## src/rtl/game_flow_controller.sv

```systemverilog
// Frogger game flow FSM: sequences start, death, level-up and game-over, owning lives, level and lane directions.
// Latency: all outputs registered; each state change lands on the clock edge after the qualifying input rise.
// Backpressure: none; level inputs are sampled every cycle and i_Frame_Tick paces the DYING/LEVEL_UP countdowns.
module game_flow_controller #(
    parameter int C_LIVES          = 3,
    parameter int C_RESPAWN_FRAMES = 60,
    parameter int C_LEVELUP_FRAMES = 90,
    parameter int C_MAX_LEVEL      = 9
) (
    input  logic       i_Clk,
    input  logic       i_Reset,
    input  logic       i_Frame_Tick,
    input  logic       i_Start,
    input  logic       i_Has_Collided,
    input  logic       i_Reached_Goal,
    input  logic [3:0] i_LFSR_Data,
    output logic       o_Game_Active,
    output logic       o_Freeze,
    output logic       o_Respawn,
    output logic [2:0] o_Lives,
    output logic [3:0] o_Level,
    output logic [3:0] o_Reverse,
    output logic       o_Game_Over,
    output logic [2:0] o_State
);

    typedef enum logic [2:0] {
        IDLE      = 3'd0,
        RUNNING   = 3'd1,
        DYING     = 3'd2,
        LEVEL_UP  = 3'd3,
        GAME_OVER = 3'd4
    } state_t;

    typedef struct packed {
        state_t     state;
        logic [2:0] lives;
        logic [3:0] level;
        logic [3:0] reverse;
        logic       respawn;
        logic       active;
        logic       freeze;
        logic       game_over;
        logic [7:0] frame_cnt;
    } flow_t;

    localparam logic [2:0] LIVES_INIT   = 3'((1 << C_LIVES) - 1);
    localparam logic [3:0] REVERSE_INIT = 4'b1010;
    localparam logic [3:0] MAX_LEVEL    = 4'(C_MAX_LEVEL);
    localparam logic [7:0] RESPAWN_LAST = 8'(C_RESPAWN_FRAMES - 1);
    localparam logic [7:0] LEVELUP_LAST = 8'(C_LEVELUP_FRAMES - 1);

    flow_t cur;
    flow_t nxt;

    logic start_q;
    logic coll_q;
    logic goal_q;
    logic start_armed;
    logic start_rise;
    logic coll_rise;
    logic goal_rise;
    logic [7:0] frame_last;

    // start_armed blocks a start level that was already high when reset released
    always_ff @(posedge i_Clk or posedge i_Reset) begin
        if (i_Reset) begin
            start_q     <= 1'b0;
            coll_q      <= 1'b0;
            goal_q      <= 1'b0;
            start_armed <= 1'b0;
        end else begin
            start_q     <= i_Start;
            coll_q      <= i_Has_Collided;
            goal_q      <= i_Reached_Goal;
            start_armed <= start_armed | ~i_Start;
        end
    end

    assign start_rise = i_Start & ~start_q & start_armed;
    assign coll_rise  = i_Has_Collided & ~coll_q;
    assign goal_rise  = i_Reached_Goal & ~goal_q;
    assign frame_last = (cur.state == DYING) ? RESPAWN_LAST : LEVELUP_LAST;

    always_comb begin
        nxt         = cur;
        nxt.respawn = 1'b0;
        case (cur.state)
            IDLE, GAME_OVER: begin
                if (start_rise) begin
                    nxt.state     = RUNNING;
                    nxt.lives     = LIVES_INIT;
                    nxt.level     = 4'd0;
                    nxt.reverse   = REVERSE_INIT;
                    nxt.respawn   = 1'b1;
                    nxt.frame_cnt = 8'd0;
                end
            end
            RUNNING: begin
                // collision wins over a simultaneous goal
                if (coll_rise) begin
                    nxt.lives     = cur.lives >> 1;
                    nxt.frame_cnt = 8'd0;
                    nxt.state     = ((cur.lives >> 1) == 3'b000) ? GAME_OVER : DYING;
                end else if (goal_rise) begin
                    nxt.state     = LEVEL_UP;
                    nxt.frame_cnt = 8'd0;
                    nxt.level     = (cur.level >= MAX_LEVEL) ? MAX_LEVEL : cur.level + 4'd1;
                    nxt.reverse   = (i_LFSR_Data == 4'b0000) ? REVERSE_INIT : i_LFSR_Data;
                end
            end
            DYING, LEVEL_UP: begin
                if (i_Frame_Tick) begin
                    if (cur.frame_cnt == frame_last) begin
                        nxt.state     = RUNNING;
                        nxt.respawn   = 1'b1;
                        nxt.frame_cnt = 8'd0;
                    end else begin
                        nxt.frame_cnt = cur.frame_cnt + 8'd1;
                    end
                end
            end
            default: begin
                nxt.state     = IDLE;
                nxt.frame_cnt = 8'd0;
            end
        endcase
        nxt.active    = (nxt.state == RUNNING);
        nxt.freeze    = (nxt.state != RUNNING);
        nxt.game_over = (nxt.state == GAME_OVER);
    end

    always_ff @(posedge i_Clk or posedge i_Reset) begin
        if (i_Reset) begin
            cur.state     <= IDLE;
            cur.lives     <= 3'b111;
            cur.level     <= 4'd0;
            cur.reverse   <= REVERSE_INIT;
            cur.respawn   <= 1'b0;
            cur.active    <= 1'b0;
            cur.freeze    <= 1'b1;
            cur.game_over <= 1'b0;
            cur.frame_cnt <= 8'd0;
        end else begin
            cur <= nxt;
        end
    end

    assign o_State       = cur.state;
    assign o_Lives       = cur.lives;
    assign o_Level       = cur.level;
    assign o_Reverse     = cur.reverse;
    assign o_Respawn     = cur.respawn;
    assign o_Game_Active = cur.active;
    assign o_Freeze      = cur.freeze;
    assign o_Game_Over   = cur.game_over;

endmodule

```

## config.mk

```make
export PLATFORM = sky130hd
export DESIGN_NAME = game_flow_controller
export DESIGN_NICKNAME = d
export VERILOG_FILES = /design/src/rtl/game_flow_controller.sv
export SDC_FILE = /design/constraint.sdc
export NUM_CORES = 1
export LEC_CHECK = 0
export CAP_MARGIN = 20
export CORE_MARGIN = 4
export CORE_UTILIZATION = 40
export CTS_BUF_LIST = sky130_fd_sc_hd__clkbuf_8
export DETAILED_ROUTE_END_ITERATION = 6
export DONT_BUFFER_PORTS = 1
export PLACE_DENSITY = 0.54
export SYNTH_ARGS = -nofsm -noshare
export SYNTH_HDL_FRONTEND = slang
export SYNTH_SLANG_ARGS = --single-unit
```

## constraint.sdc

```tcl
create_clock -name i_Clk -period 2.78 [get_ports i_Clk]
set_input_delay 0.417 -clock i_Clk [delete_from_list [all_inputs] [get_ports i_Clk]]
set_output_delay 0.417 -clock i_Clk [all_outputs]
set_load 0.02 [all_outputs]
```

==> results of run 1 <==
synthesized netlist by cell type, drive strengths merged, types with 3 or more instances:
cell type / number / area, µm²
buf: 16 / 120
inv: 6 / 22.5
nor2b: 3 / 18.8
nand4: 4 / 25.0
nand3: 4 / 20.0
o21ai: 17 / 85.1
nor3: 3 / 15.0
nand2b: 5 / 31.3
nor2: 10 / 37.5
nand2: 11 / 41.3
or2: 3 / 18.8
o211ai: 5 / 42.5
dfstp: 6 / 158
ha: 4 / 50.1
dfrtp: 24 / 601
nor3b: 5 / 53.8
how the worst max path moves through the flow:
stage | from | to | slack [ps]
3_3_place_gp | o_State[0] | o_Level[1] | 810
3_5_place_dp | o_State[1] | o_Level[2] | 730
5_1_grt | o_State[1] | o_Level[1] | 500
2_1_floorplan | o_State[1] | cur[2] | 1290
4_1_cts | o_State[1] | o_Level[2] | 700
6_report | o_State[1] | o_Level[2] | 700
placed cells by master, fill, tap and decap left out, drive strengths merged, types with 2 or more instances in the layout:
master	Yosys	routed
a22o	2	2
a21oi	2	2
nor2b	3	3
a32o	2	2
clkbuf	1	6
nand4	4	4
a31oi	2	2
ha	4	4
o21ai	17	17
dfrtp	24	24
dfstp	6	6
nand3	4	4
nor2	10	10
nor3b	5	5
or2	3	3
o2111ai	2	2
inv	6	7
a22oi	2	2
and4bb	2	2
nor3	3	3
o22a	2	2
nand2	11	11
o211ai	5	5
nand2b	5	5
final cells by class:
| type | count | area share |
|---|---|---|
| clock buffer | 6 | 0.0495 |
| multi-input combinational | 104 | 0.437 |
| tap | 48 | 0.0360 |
| inverter | 6 | 0.0135 |
| sequential | 30 | 0.454 |
| clock inverter | 2 | 0.00525 |
| timing repair buffer | 1 | 0.00450 |
worst max-delay path: stages, from the launching register on:
cell and delay [ps]:
dfrtp_1 590, nor3b_4 380, nor3b_2 570, nor2_1 170, a32o_1 240
flip-flops by register name (all words and copies together) (netlist names):
register	flops
o_Lives	3
o_Reverse	4
coll_q	1
o_Respawn	1
o_Game_Over	1
o_Level	4
o_Freeze	1
start_q	1
o_State	3
cur	8
goal_q	1
start_armed	1
o_Game_Active	1
where the power goes:
| group | switching [µW] | leakage [µW] | internal [µW] | total (µW) |
|---|---|---|---|---|
| Clock | 160 | 0.0000524 | 196 | 356 |
| Sequential | 279 | 0.000352 | 596 | 875 |
| Combinational | 261 | 0.000258 | 224 | 485 |
| Total | 700 | 0.000662 | 1020 | 1720 |
metrics by stage:
stage,total power (µW),instances
finish,1720,197
global route,1860,197
CTS,1740,197
detailed placement,1380,189
global placement,1350,189
floorplan,1330,157
logic make-up after synthesis:
| family | Yosys count |
|---|---|
| adders and majority gates | 4 |
| DFF | 30 |
| buffers and inverters | 23 |
| and+or+nand+nor | 58 |
| AOI/OAI and AO/OA | 42 |
layer usage:
layer,share of wire,vias up
li1,-,542
met1,0.44,546
met2,0.47,37
met3,0.070,7
met4,0.019,0
met5,0,-
==> results.py, run 1 <==
metrics = {
    "run_status": {
        "status": "complete, no violations",
    },
    "floorplanning": {
        "fp.dieH_um": 71.9,
        "fp.coreArea_um2": 3800,
        "initial_utilization": 0.430,
        "die-area_um2": 5170,
        "die_x_um": 71.9,
        "rows": 22,
        "pin_count": 28,
    },
    "timing": {
        "worst_slack_ps": 703,
        "max-slew-margin-rel": 0.533,
        "period_minus_slack_ps": 2080,
        "fin_setup_tns_ps": 0,
        "setup_viol": 0,
        "worst_pin_slew_ps": 695,
        "fmax_mhz": 482,
        "rsz0062_at_grt": "false",
        "whs_ps": 94.0,
        "hold_viol": 0,
        "finalClockSkew_ps": 3.03,
        "maxSlewViolCount": 0,
        "period_share": 0.747,
    },
    "setup_path": {
        "cp-end-kind": "register",
        "crit_type": "register to register",
        "startpoint_type": "register",
        "critPathArrivalTime_ps": 2250,
        "rr_worst_depth": 4,
        "r2r-end": "o_Level[2]",
        "required_ps": 2950,
        "r2r_start": "o_State[1]",
        "critPathMaxFanout": 11,
        "reg2reg_slack_ps": 700,
    },
    "clocking": {
        "cts_root_buf": "clkbuf_8",
        "cts_sinks": 30,
        "clk_pin_slew_ps": 60,
        "cts_tree": "built",
        "ctsHoldBuffers": 0,
        "clk_latency_ps": 280,
        "numCtsBuffers": 5,
        "cts.repair.resized": 0,
        "htree_levels": 2,
        "cts_setup_buffers": 0,
        "cts_buffer_depth": 2,
    },
    "yosys": {
        "synth_edf_count": 0,
        "ys_seq_area_frac": 0.464,
        "synth-seq-cells": 30,
        "yosysUniqueCellTypes": 45,
        "async_flop_share": 1.00,
        "yosys.area_share.simple": 0.224,
        "yosysWarnings": 0,
        "syn-cell-area_um2": 1630,
        "synthXorXnorAreaFrac": 0,
        "synth_top_family_by_area": "simple AND/OR/NAND/NOR gates",
        "synth_cells": 157,
        "synth_ff_type": "dfrtp_1",
        "synth_compound_area_frac": 0.191,
        "synthAdderAreaFrac": 0.0306,
        "avgSynthCellArea_um2": 10.4,
        "synthesis.nets": 171,
        "synthMuxAreaShare": 0,
    },
    "min_path": {
        "hp-class": "primary input to async pin",
    },
    "drt": {
        "wire_per_inst_um": 16.9,
        "via_count": 1132,
        "drtIter0Drc": 58,
        "drc": 0,
        "drtPass1Iterations": 4,
        "finalWirelength_mm": 3.33,
        "ant_nets": 0,
        "vias_per_cell": 5.75,
    },
    "global_routing": {
        "grt_pass1_wl_mm": 5.71,
        "grtUsageMet1": 0.171,
        "grt-ovfl-total": 0,
        "use_met2": 0.223,
        "grt_max_degree": 31,
        "antenna_found_initial": 0,
        "grt_usage": 0.144,
        "grt-busiest-layer": "met2",
        "met3_usage": 0.0693,
        "grt_pass1_vias": 1160,
    },
    "final_layout": {
        "n_fill_cell": 373,
        "fin_util": 0.439,
        "syn_to_final_growth_pct": 2.14,
        "final_area_um2": 1670,
        "drive_gt1_frac": 0.168,
        "antenna_cells": 0,
        "fin_nets": 162,
        "regArea_um2": 758,
        "multi_input_area_um2": 729,
    },
    "placement": {
        "dpl.hpwl_mm": 2.45,
        "dp_slack_ps": 730,
        "placed_cell_area_um2": 1580,
        "place_congestion": 0.750,
        "port_buffers": 0,
    },
    "power_and_ir_drop": {
        "power.density_nw_per_um2": 1030,
        "p_leak_uw": 0.000662,
        "ir_drop_uv": 414,
    },
    "flow_run": {
        "maxCapViolCount": 0,
    },
}
No activity file was read; power rests on OpenSTA's default activity.
==> run 2: changes to the inputs <==
- PLACE_DENSITY: 0.54 -> 0.56
- clock period: 2.78 -> 1.67 ns (I/O delays scaled with it)
==> results.py, run 2 (synthesis gave the netlist of run 1 again) <==
metrics = {
    "final_layout": {
        "largest_reg_flops": 8,
        "syn_to_final_growth_pct": 11.3,
        "final_cell_mix": "23 x dfrtp_1, 14 x o21ai_0, 12 x buf_4",
        "antenna_cells": 0,
        "n_fill_cell": 380,
        "final_area_um2": 1820,
        "final_common_cell": "dfrtp_1",
        "drive_gt1_frac": 0.238,
        "regMostFlops": "cur",
        "fin_nets": 177,
    },
    "floorplanning": {
        "fp.coreArea_um2": 3800,
        "pin_count": 28,
        "die_x_um": 71.9,
        "die-area_um2": 5170,
        "rows": 22,
        "initial_utilization": 0.430,
        "fp.dieH_um": 71.9,
    },
    "drt": {
        "via_count": 1212,
        "finalWirelength_mm": 3.46,
        "drtPass1Iterations": 4,
        "vias_per_cell": 5.72,
        "met2_length_mm": 1.62,
        "ant_nets": 0,
        "drc": 0,
        "top_layer": "met4",
        "dr_wl_met3_um": 220,
        "wl_met1_mm": 1.60,
        "wire_per_inst_um": 16.3,
        "drtIter0Drc": 75,
    },
    "power_and_ir_drop": {
        "pwr-share-seq": 0.462,
        "ir_drop_uv": 751,
        "swShare": 0.400,
        "p_comb_frac": 0.341,
        "switching_power_uw": 1190,
        "finalPower_uw": 2980,
        "power.density_nw_per_um2": 1640,
        "intPower_uw": 1790,
        "pwr-share-clk": 0.197,
        "p_leak_uw": 0.000744,
    },
    "global_routing": {
        "grt_usage": 0.145,
        "grt_max_degree": 31,
        "grt-ovfl-total": 0,
        "antenna_found_initial": 0,
        "grt_pass1_vias": 1207,
        "grt_pass1_wl_mm": 5.96,
    },
    "placement": {
        "place_congestion": 0.888,
        "port_buffers": 0,
        "dpl.hpwl_mm": 2.47,
        "placed_cell_area_um2": 1660,
    },
    "clocking": {
        "cts_tree": "built",
        "htree_levels": 2,
        "cts_root_buf": "clkbuf_8",
        "numCtsBuffers": 5,
        "clk_latency_ps": 280,
        "cts_setup_buffers": 0,
        "cts_sinks": 30,
        "clk_pin_slew_ps": 70,
        "cts_buffer_depth": 2,
    },
    "timing": {
        "max-slew-margin-rel": 0.702,
        "fmax_mhz": 643,
        "maxSlewViolCount": 0,
        "period_share": 0.931,
        "whs_ps": 42.8,
        "period_minus_slack_ps": 1560,
        "finalClockSkew_ps": 7.52,
        "worst_pin_slew_ps": 443,
        "rsz0062_at_grt": "false",
        "setup_viol": 0,
        "fin_setup_tns_ps": 0,
        "hold_viol": 0,
    },
    "setup_path": {
        "required_ps": 1860,
        "startpoint_type": "register",
        "crit_type": "register to register",
        "cp-end-kind": "register",
        "critPathArrivalTime_ps": 1750,
        "critPathMaxFanout": 10,
    },
    "flow_run": {
        "maxCapViolCount": 0,
    },
    "run_status": {
        "status": "complete, no violations",
    },
    "min_path": {
        "hp-class": "primary input to register",
    },
}
[run 2: worst max-delay path: stages (launching register included)]
cell	delay, ps
dfrtp_2	450
nor3b_4	310
nor3b_4	240
buf_4	190
nor3b_1	200
o21ai_1	80
[run 2: path summary, 6_finish.rpt]
path	start	endpoint	slack (ps)	depth (start not counted)
max	o_State[1]	o_Reverse[3]	110	5
min	i_Start	start_armed	40	1
max reg2reg	o_State[1]	o_Reverse[3]	110	5
min reg2reg	start_armed	start_armed	500	1
max in group asynchronous	i_Reset	o_Lives[2]	860	3
min in group asynchronous	i_Reset	o_Reverse[0]	500	3
[run 2: per-stage QoR]
stage	cells	worst slack (ps)	utilization
finish	212	115	0.479
detailed placement	200	-11.2	0.437
floorplan	157	184	-
global route	212	3.00	0.479
CTS	212	111	0.473
global placement	200	45.7	0.437
[run 2: power groups by stage]
stage	Clock [µW]	Sequential, µW	Combinational [µW]
2_1_floorplan	0	1200	1030
3_3_place_gp	0	1370	962
3_5_place_dp	0	1390	989
4_1_cts	596	1380	1010
5_1_grt	642	1420	1160
6_report	587	1380	1020
[run 2: per-layer routing]
layer / up-vias / track usage
met1: 603 / 0.191
met2: 35 / 0.230
li1: 572 / -
met3: 2 / 0.0485
met5: - / 0
met4: 0 / 0.0376
[run 2: final cells by class]
cell class	instances	area, µm²	share of cell area
clock buffers	6	82.6	0.0454
clock inverters	2	7.51	0.00413
inverters	6	22.5	0.0124
multi-input cells	104	757	0.416
flip-flops and latches	30	759	0.417
well taps	48	60.1	0.0330
repair buffers	16	130	0.0715
[run 2: what timing repair did]
item | 4_1_cts | 5_1_grt
setup endpoints to repair | 2 | 2
pin swaps | 0 | 1
endpoints found under the hold margin | 27 | 0
resized for setup | 1 | 5
hold buffers | 4 | 0
==> run 3: changes to the inputs <==
- PLACE_DENSITY: 0.56 -> 0.54
- clock period: 1.67 -> 1.8 ns (I/O delays scaled with it)
==> results.py, run 3 (synthesis gave the netlist of run 1 again) <==
metrics = {
    "global_routing": {
        "grtUsageMet1": 0.193,
        "grt-busiest-layer": "met2",
        "grt_max_degree": 31,
        "grt_usage": 0.148,
        "grt-ovfl-total": 0,
        "grt_pass1_wl_mm": 5.93,
        "met3_usage": 0.0609,
        "grt_pass1_vias": 1184,
        "use_met2": 0.207,
        "antenna_found_initial": 0,
    },
    "drt": {
        "drtIter0Drc": 59,
        "vias_per_cell": 5.62,
        "ant_nets": 0,
        "drtPass1Iterations": 4,
        "finalWirelength_mm": 3.51,
        "wire_per_inst_um": 16.9,
        "via_count": 1169,
        "drc": 0,
    },
    "timing": {
        "rsz0062_at_grt": "false",
        "fmax_mhz": 616,
        "period_share": 0.902,
        "maxSlewViolCount": 0,
        "period_minus_slack_ps": 1620,
        "hold_viol": 0,
        "finalClockSkew_ps": 5.61,
        "max-slew-margin-rel": 0.738,
        "fin_setup_tns_ps": 0,
        "worst_slack_ps": 176,
        "setup_viol": 0,
        "worst_pin_slew_ps": 392,
    },
    "power_and_ir_drop": {
        "pwr-share-clk": 0.202,
        "power.density_nw_per_um2": 1550,
        "p_comb_frac": 0.319,
        "switching_power_uw": 1100,
        "p_leak_uw": 0.000716,
        "ir_drop_uv": 690,
        "intPower_uw": 1620,
        "pwr-share-seq": 0.479,
        "swShare": 0.405,
        "finalPower_uw": 2730,
    },
    "flow_run": {
        "maxCapViolCount": 0,
    },
    "final_layout": {
        "fin_nets": 173,
        "final_cell_mix": "24 x dfrtp_1, 14 x o21ai_0, 11 x nand2_1",
        "largest_reg_flops": 8,
        "final_common_cell": "dfrtp_1",
        "antenna_cells": 0,
        "regMostFlops": "cur",
        "drive_gt1_frac": 0.194,
        "syn_to_final_growth_pct": 7.73,
    },
    "clocking": {
        "clk_latency_ps": 280,
        "htree_levels": 2,
        "cts_tree": "built",
        "numCtsBuffers": 5,
        "cts_sinks": 30,
        "clk_pin_slew_ps": 60,
        "cts_root_buf": "clkbuf_8",
        "cts_buffer_depth": 2,
    },
    "setup_path": {
        "r2r_start": "cur[5]",
        "required_ps": 1990,
        "crit_type": "register to register",
        "crit_start": "cur[5]",
        "startpoint_type": "register",
        "critPathMaxFanout": 9,
        "cp-end-kind": "register",
        "critPathArrivalTime_ps": 1810,
    },
    "min_path": {
        "hp-class": "primary input to register",
        "worstHoldStart": "i_Start",
    },
    "placement": {
        "port_buffers": 0,
        "place_congestion": 0.837,
        "dpl.hpwl_mm": 2.50,
        "dp_slack_ps": 191,
    },
    "floorplanning": {
        "die-area_um2": 5170,
        "die_x_um": 71.9,
        "initial_utilization": 0.430,
        "fp.dieH_um": 71.9,
        "fp.coreArea_um2": 3800,
        "rows": 22,
        "pin_count": 28,
    },
    "run_status": {
        "status": "complete, no violations",
    },
}
[run 3: area by class of cell]
type	instances	area, µm²
repair buffers	12	100
well taps	48	60.1
inverters	6	22.5
flip-flops and latches	30	758
multi-input cells	104	729
clock buffers	6	82.6
fillers	367	2040
clock inverters	2	7.51
[run 3: per-layer routing]
metal	vias up	share of wire
li1	566	-
met1	564	0.47
met2	30	0.44
met3	9	0.062
met4	0	0.025
met5	-	0
[run 3: worst paths after layout]
| path | to | slack (ps) | cells past startpoint |
|---|---|---|---|
| setup / recovery | cur[2] | 180 | 4 |
| hold / removal | start_armed | 60 | 1 |
| setup reg to reg | cur[2] | 180 | 4 |
| hold reg to reg | start_armed | 510 | 1 |
| max in group asynchronous | o_Lives[2] | 970 | 3 |
| min in group asynchronous | o_Level[1] | 510 | 3 |
[run 3: repair_timing]
action                    4_1_cts  5_1_grt
hold buffers                    1        3
resized for setup               0        0
hold endpoints to repair       24        3
buffers inserted                0        0
[run 3: power by group through the flow]
stage          clock [µW]  combinational [µW]  sequential [µW]
3_5_place_dp            0                 866             1330
2_1_floorplan           0                 952             1110
3_3_place_gp            0                 839             1310
5_1_grt               610                 983             1350
6_report              550                 871             1310
4_1_cts               574                 876             1310
[run 3: critical path: stages, from the launching register on]
cell	delay (ps)
dfrtp_1	460
and4bb_1	250
o2111ai_4	360
nand4bb_4	210
o311ai_2	240
[run 3: metrics by stage]
stage / utilization / instance area (µm²) / hold WS, ps / cells
global placement: 0.429 / 1630 / 256 / 196
finish: 0.463 / 1760 / 63.3 / 208
global route: 0.463 / 1760 / 59.7 / 208
floorplan: - / 1630 / 301 / 157
CTS: 0.456 / 1730 / 4.29 / 205
detailed placement: 0.429 / 1630 / 269 / 196
